File: src/rtl/mc_sequencer_if.sv
// Interface bundling the sequencer's control inputs, phase enables and counters.
// The sequencer uses the master modport; the decoder/memory side uses slave.
interface mc_sequencer_if #(
  parameter int CNT_W = 16
);
  logic             run;
  logic             halt_req;
  logic             im_ready;
  logic             dm_ready;
  logic             need_mem;
  logic             need_wb;
  logic             enable_fetch;
  logic             enable_decode;
  logic             enable_execute;
  logic             enable_memaccess;
  logic             enable_writeback;
  logic             instr_latch;
  logic             retire;
  logic             busy;
  logic             timeout_err;
  logic [CNT_W-1:0] retired_count;
  logic [CNT_W-1:0] stall_count;
  logic [2:0]       dbg_state;

  // Handshakes: a fetch completes in a cycle where enable_fetch and im_ready are
  // both high, a data access where enable_memaccess and dm_ready are both high.
  // A ready seen while its phase enable is low has no effect.
  modport master (
    input  run, halt_req, im_ready, dm_ready, need_mem, need_wb,
    output enable_fetch, enable_decode, enable_execute, enable_memaccess,
    output enable_writeback, instr_latch, retire, busy, timeout_err,
    output retired_count, stall_count, dbg_state
  );

  modport slave (
    output run, halt_req, im_ready, dm_ready, need_mem, need_wb,
    input  enable_fetch, enable_decode, enable_execute, enable_memaccess,
    input  enable_writeback, instr_latch, retire, busy, timeout_err,
    input  retired_count, stall_count, dbg_state
  );
endinterface

File: src/rtl/mc_sequencer.sv
// Multi-cycle instruction sequencer: FETCH/DECODE/EXEC/MEM/WB with phase skipping,
// ready stalls, wait timeout and retire counter. Define SEQ_STALL_CNT_EN for stall_count.
module mc_sequencer #(
  parameter int EXEC_CYCLES = 1,
  parameter int TIMEOUT     = 255,
  parameter int TO_W        = 8,
  parameter int CNT_W       = 16
) (
  input  logic          clock,
  input  logic          reset,
  mc_sequencer_if.master bus
);

  typedef enum logic [2:0] {
    S_IDLE   = 3'd0,
    S_FETCH  = 3'd1,
    S_DECODE = 3'd2,
    S_EXEC   = 3'd3,
    S_MEM    = 3'd4,
    S_WB     = 3'd5,
    S_ERROR  = 3'd6
  } state_e;

  localparam logic [3:0]      EXEC_LAST = 4'(EXEC_CYCLES - 1);
  localparam logic [TO_W-1:0] TIMEOUT_V = TO_W'(TIMEOUT);

  state_e           state_q, state_d;
  logic [3:0]       exec_cnt_q, exec_cnt_d;
  logic [TO_W-1:0]  wait_q, wait_d;
  logic [CNT_W-1:0] retired_q, retired_d;
  logic             retire_w;
  logic             latch_w;
  logic             wait_expired;

  assign wait_expired = (TIMEOUT != 0) && (wait_q == TIMEOUT_V);

  always_ff @(posedge clock or posedge reset) begin
    if (reset) begin
      state_q    <= S_IDLE;
      exec_cnt_q <= '0;
      wait_q     <= '0;
      retired_q  <= '0;
    end else begin
      state_q    <= state_d;
      exec_cnt_q <= exec_cnt_d;
      wait_q     <= wait_d;
      retired_q  <= retired_d;
    end
  end

  always_comb begin
    state_d    = state_q;
    exec_cnt_d = exec_cnt_q;
    wait_d     = wait_q;
    retired_d  = retired_q;
    retire_w   = 1'b0;
    latch_w    = 1'b0;
    case (state_q)
      S_IDLE: begin
        if (bus.run) state_d = S_FETCH;
      end
      S_FETCH: begin
        // Ready wins over an expiring wait counter in the same cycle.
        if (bus.im_ready) begin
          latch_w = 1'b1;
          wait_d  = '0;
          state_d = S_DECODE;
        end else if (wait_expired) begin
          state_d = S_ERROR;
        end else begin
          wait_d = wait_q + 1'b1;
        end
      end
      S_DECODE: begin
        exec_cnt_d = '0;
        state_d    = S_EXEC;
      end
      S_EXEC: begin
        if (exec_cnt_q == EXEC_LAST) begin
          if (bus.need_mem)     state_d  = S_MEM;
          else if (bus.need_wb) state_d  = S_WB;
          else                  retire_w = 1'b1;
        end else begin
          exec_cnt_d = exec_cnt_q + 1'b1;
        end
      end
      S_MEM: begin
        if (bus.dm_ready) begin
          wait_d = '0;
          if (bus.need_wb) state_d  = S_WB;
          else             retire_w = 1'b1;
        end else if (wait_expired) begin
          state_d = S_ERROR;
        end else begin
          wait_d = wait_q + 1'b1;
        end
      end
      S_WB:    retire_w = 1'b1;
      S_ERROR: state_d  = S_ERROR;
      default: state_d  = S_IDLE;
    endcase
    // halt_req and run only decide the follow-on state in the retire cycle.
    if (retire_w) begin
      retired_d = retired_q + 1'b1;
      state_d   = (bus.run && !bus.halt_req) ? S_FETCH : S_IDLE;
    end
  end

  assign bus.enable_fetch     = (state_q == S_FETCH);
  assign bus.enable_decode    = (state_q == S_DECODE);
  assign bus.enable_execute   = (state_q == S_EXEC);
  assign bus.enable_memaccess = (state_q == S_MEM);
  assign bus.enable_writeback = (state_q == S_WB);
  assign bus.busy             = (state_q != S_IDLE) && (state_q != S_ERROR);
  assign bus.timeout_err      = (state_q == S_ERROR);
  assign bus.instr_latch      = latch_w;
  assign bus.retire           = retire_w;
  assign bus.retired_count    = retired_q;
  assign bus.dbg_state        = state_q;

`ifdef SEQ_STALL_CNT_EN
  logic [CNT_W-1:0] stall_q;
  logic             stalling;

  assign stalling = ((state_q == S_FETCH) && !bus.im_ready) ||
                    ((state_q == S_MEM)   && !bus.dm_ready);

  // Saturates rather than wrapping so a long-running count never looks small.
  always_ff @(posedge clock or posedge reset) begin
    if (reset)                           stall_q <= '0;
    else if (stalling && (stall_q != '1)) stall_q <= stall_q + 1'b1;
  end

  assign bus.stall_count = stall_q;
`else
  assign bus.stall_count = '0;
`endif

endmodule

File: src/flat_wrapper.sv
// flat-port wrapper written by rule: the top's interface ports become plain ports
module mc_sequencer_flat 
#(
  parameter int EXEC_CYCLES = 1,
  parameter int TIMEOUT     = 255,
  parameter int TO_W        = 8,
  parameter int CNT_W       = 16
)
  (clock, reset, bus_run, bus_halt_req, bus_im_ready, bus_dm_ready, bus_need_mem, bus_need_wb, bus_enable_fetch, bus_enable_decode, bus_enable_execute, bus_enable_memaccess, bus_enable_writeback, bus_instr_latch, bus_retire, bus_busy, bus_timeout_err, bus_retired_count, bus_stall_count, bus_dbg_state);
  mc_sequencer_if #(.CNT_W(CNT_W)) bus_i ();
  input  logic clock;
  input  logic reset;
  input wire logic [$bits(bus_i.run)-1:0] bus_run;
  input wire logic [$bits(bus_i.halt_req)-1:0] bus_halt_req;
  input wire logic [$bits(bus_i.im_ready)-1:0] bus_im_ready;
  input wire logic [$bits(bus_i.dm_ready)-1:0] bus_dm_ready;
  input wire logic [$bits(bus_i.need_mem)-1:0] bus_need_mem;
  input wire logic [$bits(bus_i.need_wb)-1:0] bus_need_wb;
  output wire logic [$bits(bus_i.enable_fetch)-1:0] bus_enable_fetch;
  output wire logic [$bits(bus_i.enable_decode)-1:0] bus_enable_decode;
  output wire logic [$bits(bus_i.enable_execute)-1:0] bus_enable_execute;
  output wire logic [$bits(bus_i.enable_memaccess)-1:0] bus_enable_memaccess;
  output wire logic [$bits(bus_i.enable_writeback)-1:0] bus_enable_writeback;
  output wire logic [$bits(bus_i.instr_latch)-1:0] bus_instr_latch;
  output wire logic [$bits(bus_i.retire)-1:0] bus_retire;
  output wire logic [$bits(bus_i.busy)-1:0] bus_busy;
  output wire logic [$bits(bus_i.timeout_err)-1:0] bus_timeout_err;
  output wire logic [$bits(bus_i.retired_count)-1:0] bus_retired_count;
  output wire logic [$bits(bus_i.stall_count)-1:0] bus_stall_count;
  output wire logic [$bits(bus_i.dbg_state)-1:0] bus_dbg_state;
  assign bus_i.run = bus_run;
  assign bus_i.halt_req = bus_halt_req;
  assign bus_i.im_ready = bus_im_ready;
  assign bus_i.dm_ready = bus_dm_ready;
  assign bus_i.need_mem = bus_need_mem;
  assign bus_i.need_wb = bus_need_wb;
  assign bus_enable_fetch = bus_i.enable_fetch;
  assign bus_enable_decode = bus_i.enable_decode;
  assign bus_enable_execute = bus_i.enable_execute;
  assign bus_enable_memaccess = bus_i.enable_memaccess;
  assign bus_enable_writeback = bus_i.enable_writeback;
  assign bus_instr_latch = bus_i.instr_latch;
  assign bus_retire = bus_i.retire;
  assign bus_busy = bus_i.busy;
  assign bus_timeout_err = bus_i.timeout_err;
  assign bus_retired_count = bus_i.retired_count;
  assign bus_stall_count = bus_i.stall_count;
  assign bus_dbg_state = bus_i.dbg_state;
  mc_sequencer #(.EXEC_CYCLES(EXEC_CYCLES), .TIMEOUT(TIMEOUT), .TO_W(TO_W), .CNT_W(CNT_W)) u_core (.clock(clock), .reset(reset), .bus(bus_i));
endmodule
File: config.mk
export PLATFORM = sky130hd
export DESIGN_NAME = mc_sequencer_flat
export DESIGN_NICKNAME = d
export VERILOG_FILES = /design/src/rtl/mc_sequencer_if.sv /design/src/rtl/mc_sequencer.sv /design/src/flat_wrapper.sv
export SDC_FILE = /design/constraint.sdc
export NUM_CORES = 1
export LEC_CHECK = 0
export ABC_CLOCK_PERIOD_IN_PS = 3600
export CAP_MARGIN = 20
export CORE_MARGIN = 10
export CORE_UTILIZATION = 49
export DETAILED_ROUTE_END_ITERATION = 7
export GPL_TIMING_DRIVEN = 0
export PLACE_DENSITY = 0.8
export SLEW_MARGIN = 25
export SYNTH_ARGS = -nofsm -noshare
export SYNTH_HDL_FRONTEND = slang
export SYNTH_SLANG_ARGS = --single-unit
File: constraint.sdc
create_clock -name clock -period 3.6 [get_ports clock]
set_input_delay 1.08 -clock clock [delete_from_list [all_inputs] [get_ports clock]]
set_output_delay 1.08 -clock clock [all_outputs]
set_load 0.02 [all_outputs]
==> results.sh, run 1 <==
export IMPL_slew_headroom_pct=56.0
export IMPL_ys_ff_latch=31
export IMPL_power_switching_w=0.000606
export IMPL_insertion_delay_ps=280
export IMPL_synth_top_flop_cell="dfrtp_1"
export IMPL_maxCapViolCount=0
export IMPL_whs_endpoint="u_core.bus.retired_count[15]"
export IMPL_crit_required_ps=2520
export IMPL_reg2reg_slack_ps=910
export IMPL_whs_path_depth=1
export IMPL_outcome="complete, no violations"
export IMPL_critPathMaxFanout=4
export IMPL_htreeDepth=2
export IMPL_clkPwrFrac_pct=23.1
export IMPL_place_hpwl_um=3640
export IMPL_nNetsFinal=283
export IMPL_ys_top_cells_by_count="dfrtp_1 (31), buf_4 (16), nand3_1 (13), xor2_1 (13), nor2_1 (11)"
export IMPL_cpMaxStageDelayCell="clkdlybuf4s50_1"
export IMPL_core_area_mm2=0.00397
export IMPL_grt_pass1_wl_um=8080
export IMPL_antenna_found_initial=0
export IMPL_first_global_vias=1670
export IMPL_startpoint_type="input pin"
export IMPL_grt_setup_unrepaired="no"
export IMPL_clkSlewWorstSetupHoldPaths_ps=70
export IMPL_min_period_over_period_pct=99.3
export IMPL_drive_gt1_share_pct=16.5
export IMPL_post_route_drc_count=0
export IMPL_end_kind="output pin"
export IMPL_holdBufCountCts=0
export IMPL_share_seq_of_total_power_pct=30.4
export IMPL_slowest_delay_ps=430
export IMPL_critical_path_arrival_ps=2500
export IMPL_grt_max_degree=32
export IMPL_die_area_mm2=0.00700
export IMPL_hp_class="reg2reg"
export IMPL_cts_num_sinks=31
export IMPL_fin_ws_ps=24.8
export IMPL_path_class="in2out"
export IMPL_power_density_mw_per_mm2=598
export IMPL_switching_share_pct=38.9
export IMPL_power_internal_w=0.000950
export IMPL_finalHoldViolations=0
export IMPL_postSynthAreaPerCell_um2=9.28
export IMPL_pwr_share_comb_pct=46.5
export IMPL_n_antenna_cell=0
export IMPL_r2r_start="u_core.exec_cnt_q[0]"
export IMPL_cts_buffers=5
export IMPL_synth_edf_count=0
export IMPL_vias=1703
export IMPL_setup_tns_ps=0
export IMPL_die_y_um=83.7
export IMPL_drt_iter0_drc=81
export IMPL_yosysSeqAreaShare_pct=39.0
export IMPL_rr_worst_depth=9
export IMPL_cts_root_buf="clkbuf_8"
export IMPL_tightest_slew_ps=659
export IMPL_ir_drop_mv=0.436
export IMPL_p_total_w=0.00156
export IMPL_cts_buffer_depth=2
export IMPL_yosys_warnings=0
export IMPL_min_period_ps=3580
export IMPL_track_usage_pct=13.6
export IMPL_leakage_nw=1.21
export IMPL_via_per_inst=5.29
export IMPL_synth_top_area_share_pct=39.0
export IMPL_yosysMostFrequentCell="dfrtp_1"
export IMPL_path_cells="clkdlybuf4s50_1 -> or3b_4 -> or3_4 -> nand2_4 -> buf_6"
export IMPL_ant_nets=0
export IMPL_post_drt_wl_per_cell_um=14.7
export IMPL_critPathBufInv=2
export IMPL_overflow=0
export IMPL_critPathTopFamily="simple AND/OR/NAND/NOR gates"
export IMPL_setup_violations=0
export IMPL_ys_types=49
export IMPL_ys_async_sr_fraction_pct=100
export IMPL_ios=52
export IMPL_cts_tree="yes"
export IMPL_syn_area_mm2=0.00199
export IMPL_min_from="u_core.bus.retired_count[15]"
export IMPL_wl_um=4740
export IMPL_die_w_um=83.7
export IMPL_preCtsSetupSlack_ps=-994
export IMPL_area_growth_pct=31.0
export IMPL_initial_utilization_pct=50.0
export IMPL_io_buffers=35
export IMPL_place_gp_congestion=0.857
export IMPL_max_freq_mhz=280
export IMPL_synthTopCellsByArea="dfrtp_1 (39%), buf_4 (6.0%), xor2_1 (5.7%)"
export IMPL_drt_pass1_iterations=4
export IMPL_placementRows=23
export IMPL_synthCells=214
export IMPL_yosysTopAreaCell="dfrtp_1"
export IMPL_skew_ps=9.46
export IMPL_drv_slew=0
export IMPL_r2r_end="u_core.bus.retired_count[12]"
[cells in the final DEF (no fill, tap or decap), types with 2 or more instances in the layout]
cell and instances:
a22o_1 3, or3b_2 3, a21oi_1 10, a311oi_1 2
a2111oi_1 5, nor3_1 4, inv_1 9, nand3b_1 2
nand2_1 9, and2_1 2, clkbuf_8 6, xor2_1 13
nor2_1 11, a211oi_1 6, conb_1 16, ha_1 4
buf_6 2, buf_4 18, dfrtp_1 31, nand3_1 13
or2_2 3, clkdlybuf4s50_1 32, a21o_1 2, o21ai_0 9
clkbuf_1 5, o211ai_1 2, nor2b_1 4, nand4_1 5
and4_1 2, nand2b_1 5, xnor2_1 5
[layer usage]
layer | track usage [%] | share of wire [%]
met1 | 15.4 | 42
met5 | 0 | 0
met2 | 23.8 | 52
met4 | 3.65 | 1.0
met3 | 4.49 | 5.1
[cells by family after synthesis]
kind of cell,after synthesis,synth area share [%]
and+or+nand+nor,72,20.2
AOI/OAI and AO/OA,50,18.8
buffers and inverters,36,10.3
DFF,31,39.0
xor gates and xnor gates,18,7.93
adders and majority gates,4,2.52
muxes,2,1.07
other,1,0.189
[how the worst max path moves through the flow]
stage	startpoint	end	slack, ps	cells past startpoint
2_1_floorplan	bus_need_wb	bus_retire	190	5
3_3_place_gp	bus_dm_ready	bus_retire	-970	6
3_5_place_dp	bus_dm_ready	bus_retire	-990	6
4_1_cts	bus_dm_ready	bus_retire	10	6
5_1_grt	bus_need_mem	bus_retire	0.8	5
6_report	bus_need_mem	bus_retire	20	5
[state kept, by name, indices dropped and copies added (netlist names)]
signal / cells
u_core.bus.retired_count: 16
u_core.wait_q: 8
u_core.exec_cnt_q: 4
u_core.bus.dbg_state: 3
[metrics by stage]
stage | instance area (µm²) | utilization [%] | cells | hold slack [ps]
after detailed placement | 2460 | 61.8 | 314 | 464
after CTS | 2600 | 65.4 | 322 | 485
final | 2600 | 65.6 | 322 | 482
after floorplan | 2040 | - | 229 | 507
after global routing | 2600 | 65.6 | 322 | 513
after global placement | 2460 | 61.8 | 314 | 458
[power by group through the flow]
stage	combinational, W	sequential (W)	clock [W]
floorplan	0.000434	0.000501	0
global placement	0.000701	0.000476	0
detailed placement	0.000712	0.000477	0
CTS	0.000726	0.000472	0.000363
global route	0.000792	0.000485	0.000382
finish	0.000723	0.000474	0.000359
[area by class of cell]
cell class                 count  area (µm²)
tap                           50        62.6
buffer                        24         159
clock inverter                 2        35.0
fill                         339        1370
clock buffer                   6        82.6
inverter                      10        37.5
timing repair buffer          37         368
sequential                    31         776
multi-input combinational    162        1080
[repair_timing]
action,in CTS,in global routing
endpoints found under the setup margin,1,2
pin swaps,1,0
resized for setup,16,3
buffers inserted,2,0
Note: power is estimated with default switching activity, not from simulation.
==> run 2: changes to the inputs <==
--- a/config.mk
+++ b/config.mk
@@ -7,7 +7,6 @@
 export LEC_CHECK = 0
 export ABC_CLOCK_PERIOD_IN_PS = 3600
 export CAP_MARGIN = 20
-export CORE_MARGIN = 10
 export CORE_UTILIZATION = 49
 export DETAILED_ROUTE_END_ITERATION = 7
 export GPL_TIMING_DRIVEN = 0
==> constraint.sdc (replaced) <==
create_clock -name clock -period 3.6 [get_ports clock]
set_input_delay 0.72 -clock clock [delete_from_list [all_inputs] [get_ports clock]]
set_output_delay 0.72 -clock clock [all_outputs]
set_load 0.02 [all_outputs]
==> run 2 against run 1 <==
First-iteration DRC count grew 35%. Worst setup slack gained 88 ps. Sequential cell count is the same. Non-clock buffer count is the same. Total power shrank 1.7%. Critical endpoint unchanged. Largest cell class unchanged.
==> results.sh, run 2 (same netlist as run 1, synthesis figures left out) <==
export IMPL_ios=52
export IMPL_power_density_mw_per_mm2=595
export IMPL_post_cts_buffers=0
export IMPL_post_drt_wl_per_cell_um=13.0
export IMPL_grt_busiest_layer="met2"
export IMPL_slew_headroom_pct=57.8
export IMPL_finalHoldViolations=0
export IMPL_fin_area_mm2=0.00257
export IMPL_core_area_mm2=0.00377
export IMPL_drt_pass1_iterations=4
export IMPL_cts_buffer_depth=2
export IMPL_postPlaceCellArea_mm2=0.00245
export IMPL_placementRows=22
export IMPL_htreeDepth=2
export IMPL_first_global_vias=1546
export IMPL_startpoint_type="input pin"
export IMPL_hp_class="reg2reg"
export IMPL_drt_iter0_drc=109
export IMPL_r2r_end="u_core.bus.retired_count[13]"
export IMPL_maxCapViolCount=0
export IMPL_grtUsageMet2_pct=32.4
export IMPL_nNetsFinal=283
export IMPL_vias=1694
export IMPL_min_period_over_period_pct=96.9
export IMPL_place_hpwl_um=3010
export IMPL_cts_num_sinks=31
export IMPL_via_per_inst=5.29
export IMPL_overflow=0
export IMPL_n_antenna_cell=0
export IMPL_cts_tree="yes"
export IMPL_grt_pass1_wl_um=6960
export IMPL_post_route_drc_count=0
export IMPL_wl_um=4150
export IMPL_min_period_ps=3490
export IMPL_cts_buffers=5
export IMPL_track_usage_pct=21.1
export IMPL_outcome="complete, no violations"
export IMPL_min_from="u_core.bus.retired_count[15]"
export IMPL_die_area_mm2=0.00431
export IMPL_ir_drop_mv=0.517
export IMPL_place_gp_congestion=0.906
export IMPL_layout_commonest_cell="clkdlybuf4s50_1"
export IMPL_insertion_delay_ps=280
export IMPL_final_cell_mix="clkdlybuf4s50_1 (34), dfrtp_1 (31), buf_4 (16), conb_1 (16)"
export IMPL_r2r_start="u_core.exec_cnt_q[0]"
export IMPL_leakage_nw=1.18
export IMPL_area_growth_pct=29.3
export IMPL_drive_gt1_share_pct=14.0
export IMPL_clkSlewWorstSetupHoldPaths_ps=70
export IMPL_whs_path_depth=1
export IMPL_ant_nets=0
export IMPL_largest_reg_flops=16
export IMPL_dpl_cell_count=312
export IMPL_setup_violations=0
export IMPL_skew_ps=7.69
export IMPL_grt_max_degree=32
export IMPL_critical_path_arrival_ps=2770
export IMPL_die_w_um=65.7
export IMPL_io_buffers=35
export IMPL_die_y_um=65.7
export IMPL_initial_utilization_pct=52.7
export IMPL_rr_worst_depth=8
export IMPL_critPathMaxFanout=10
export IMPL_antenna_found_initial=0
export IMPL_grt_setup_unrepaired="no"
export IMPL_met3_usage_pct=5.21
export IMPL_grt_met1_usage_pct=28.1
export IMPL_p_total_w=0.00153
export IMPL_cts_root_buf="clkbuf_8"
export IMPL_drv_slew=0
export IMPL_crit_required_ps=2880
export IMPL_path_class="in2out"
export IMPL_max_freq_mhz=287
export IMPL_whs_endpoint="u_core.bus.retired_count[15]"
export IMPL_stdcell_count=320
export IMPL_reg2reg_slack_ps=1180
export IMPL_tightest_slew_ps=633
export IMPL_end_kind="output pin"
run 2: how the worst max path moves through the flow:
| stage | start | cells after the start | endpoint |
|---|---|---|---|
| after detailed placement | bus_dm_ready | 6 | bus_retire |
| final | bus_need_wb | 7 | bus_retire |
| after floorplan | bus_need_wb | 5 | bus_retire |
| after global placement | bus_dm_ready | 6 | bus_retire |
| after global routing | bus_dm_ready | 6 | bus_retire |
| after CTS | bus_need_wb | 7 | bus_retire |
run 2: metrics by stage:
step / util (%) / hold slack [ps] / TNS, ps / setup slack [ps]
6_report: 68.1 / 483 / 0 / 113
5_1_grt: 68.1 / 507 / 0 / 14.4
4_1_cts: 68.1 / 495 / 0 / 119
3_5_place_dp: 65.1 / 479 / -190 / -190
3_3_place_gp: 65.1 / 458 / -195 / -195
2_1_floorplan: - / 507 / 0 / 914
run 2: layer usage:
layer	up-vias	wire (µm)	share of wire (%)
met1	793	1990	48
met4	0	61	1.5
li1	848	-	-
met5	-	0	0
met2	46	1910	46
met3	7	182	4.4
run 2: report_power, final:
group          total (W)  switching [W]  internal (W)
combinational   0.000709       0.000395      0.000314
sequential      0.000468      0.0000666      0.000402
clock           0.000353       0.000129      0.000224
run 2: what timing repair did:
action,4_1_cts,5_1_grt
gates resized for setup,2,0
hold buffers,0,0
setup endpoints to repair,1,0
run 2: area by class of cell:
| cell class | count | area, µm² |
|---|---|---|
| multi-input cells | 162 | 1060 |
| clock inverters | 2 | 35.0 |
| repair buffers | 35 | 349 |
| flip-flops and latches | 31 | 776 |
| inverters | 10 | 37.5 |
| plain buffers | 26 | 168 |
| well taps | 48 | 60.1 |
| fillers | 325 | 1200 |
| clock buffers | 6 | 82.6 |
run 2: critical path, stage by stage:
cell	delay (ps)
clkdlybuf4s50_1	440
or3b_1	460
or3_1	370
buf_2	160
buf_6	150
nand2_1	120
dlygate4sd2_1	350
==> run 3: changes to the inputs <==
--- a/config.mk
+++ b/config.mk
@@ -7,10 +7,9 @@
 export LEC_CHECK = 0
 export ABC_CLOCK_PERIOD_IN_PS = 3600
 export CAP_MARGIN = 20
-export CORE_UTILIZATION = 49
+export CORE_UTILIZATION = 30
 export DETAILED_ROUTE_END_ITERATION = 7
 export GPL_TIMING_DRIVEN = 0
-export PLACE_DENSITY = 0.8
 export SLEW_MARGIN = 25
 export SYNTH_ARGS = -nofsm -noshare
 export SYNTH_HDL_FRONTEND = slang
==> run 3 against run 2 <==
Hold slack got worse by 6.5 ps. Sequential cell count stayed put. Final cell count grew 9.1%. Sequential share of layout area down 0.45 points. First-iteration DRC count decreased by 21%. Maximum frequency down 0.12%. Total power up 0.20%. Register-to-register slack improved by 30 ps. Non-clock buffer count unchanged. Via count is essentially flat. Critical path type unchanged. Critical endpoint unchanged.
==> results.sh, run 3 (same netlist as run 1, synthesis figures left out) <==
export IMPL_outcome="complete, no violations"
export IMPL_antenna_found_initial=0
export IMPL_io_buffers=35
export IMPL_grt_pass1_wl_um=7490
export IMPL_r2r_end="u_core.bus.retired_count[14]"
export IMPL_holdBufCountCts=0
export IMPL_clkSlewWorstSetupHoldPaths_ps=70
export IMPL_min_period_ps=3490
export IMPL_slew_headroom_pct=55.6
export IMPL_track_usage_pct=13.4
export IMPL_overflow=0
export IMPL_cts_buffers=5
export IMPL_crit_required_ps=2880
export IMPL_ir_drop_mv=0.309
export IMPL_place_gp_congestion=0.824
export IMPL_placementRows=29
export IMPL_reg2reg_slack_ps=1210
export IMPL_power_density_mw_per_mm2=588
export IMPL_r2r_start="u_core.exec_cnt_q[0]"
export IMPL_drt_pass1_iterations=4
export IMPL_insertion_delay_ps=280
export IMPL_startpoint_type="input pin"
export IMPL_final_cell_mix="clkdlybuf4s50_1 (34), dfrtp_1 (31), buf_4 (16), conb_1 (16)"
export IMPL_timing_hold_ws_ps=476
export IMPL_ios=52
export IMPL_initial_utilization_pct=31.1
export IMPL_area_growth_pct=31.3
export IMPL_drv_slew=0
export IMPL_min_from="u_core.bus.retired_count[15]"
export IMPL_via_per_inst=4.85
export IMPL_grt_setup_unrepaired="no"
export IMPL_n_antenna_cell=0
export IMPL_post_drt_wl_per_cell_um=12.7
export IMPL_place_hpwl_um=3290
export IMPL_drive_gt1_share_pct=14.3
export IMPL_post_route_drc_count=0
export IMPL_grt_max_degree=32
export IMPL_critPathMaxFanout=10
export IMPL_maxCapViolCount=0
export IMPL_drt_iter0_drc=86
export IMPL_critical_path_arrival_ps=2770
export IMPL_finalHoldViolations=0
export IMPL_cts_root_buf="clkbuf_8"
export IMPL_core_area_mm2=0.00639
export IMPL_die_area_mm2=0.00695
export IMPL_wl_um=4430
export IMPL_cts_tree="yes"
export IMPL_leakage_nw=1.18
export IMPL_path_class="in2out"
export IMPL_whs_path_depth=1
export IMPL_skew_ps=11.7
export IMPL_setup_violations=0
export IMPL_layout_commonest_cell="clkdlybuf4s50_1"
export IMPL_nNetsFinal=283
export IMPL_min_period_over_period_pct=97.0
export IMPL_largest_reg_flops=16
export IMPL_post_cts_buffers=0
export IMPL_setup_tns_ps=0
export IMPL_cts_num_sinks=31
export IMPL_end_kind="output pin"
export IMPL_whs_endpoint="u_core.bus.retired_count[15]"
export IMPL_ant_nets=0
export IMPL_die_w_um=83.4
export IMPL_die_y_um=83.4
export IMPL_tightest_slew_ps=665
export IMPL_hp_class="reg2reg"
export IMPL_vias=1693
export IMPL_max_freq_mhz=286
export IMPL_cts_buffer_depth=2
export IMPL_rr_worst_depth=8
export IMPL_htreeDepth=2
export IMPL_first_global_vias=1565
-- run 3: power breakdown --
part | internal, W | switching, W
Combinational | 0.000314 | 0.000392
Sequential | 0.000402 | 0.0000691
Clock | 0.000224 | 0.000133
-- run 3: final cells by class --
| class | instances | area [µm²] |
|---|---|---|
| plain buffers | 26 | 169 |
| clock buffers | 6 | 82.6 |
| clock inverters | 2 | 35.0 |
| fillers | 634 | 3780 |
| inverters | 10 | 37.5 |
| multi-input cells | 162 | 1060 |
| flip-flops and latches | 31 | 776 |
| well taps | 77 | 96.3 |
| repair buffers | 35 | 350 |
-- run 3: through the flow --
step           cell area (µm²)  power, W  instances  setup slack (ps)  utilization [%]
4_1_cts                   2610   0.00155        349              60.2             40.8
3_5_place_dp              2490   0.00118        341              -291             39.0
2_1_floorplan             2040  0.000935        229               914                -
6_report                  2610   0.00153        349               109             40.9
5_1_grt                   2610   0.00163        349              2.62             40.9
3_3_place_gp              2490   0.00117        341              -258             39.0
-- run 3: worst max path at each step --
stage          cells past startpoint    endpoint  slack, ps         start
2_1_floorplan                      5  bus_retire        910   bus_need_wb
3_3_place_gp                       6  bus_retire       -260  bus_dm_ready
3_5_place_dp                       6  bus_retire       -290  bus_dm_ready
4_1_cts                            7  bus_retire         60   bus_need_wb
5_1_grt                            7  bus_retire          3   bus_need_wb
6_report                           7  bus_retire        110   bus_need_wb
-- run 3: critical path, cell delays in order --
cell and delay (ps):
clkdlybuf4s50_1 460, or3b_1 470, or3_1 370, buf_2 160, buf_6 150, nand2_1 130, clkdlybuf4s15_1 320
-- run 3: what timing repair did --
action | CTS | global route
setup endpoints to repair | 1 | 1
resized for setup | 2 | 3
pin swaps | 0 | 0
-- run 3: routing by layer --
metal / GRT usage (%) / share of wire [%] / wire (µm) / vias up
li1: - / - / - / 858
met3: 3.68 / 4.1 / 183 / 4
met4: 4.55 / 0.93 / 41 / 0
met2: 20.6 / 44 / 1950 / 37
met1: 18.2 / 51 / 2250 / 794
met5: 0 / 0 / 0 / -
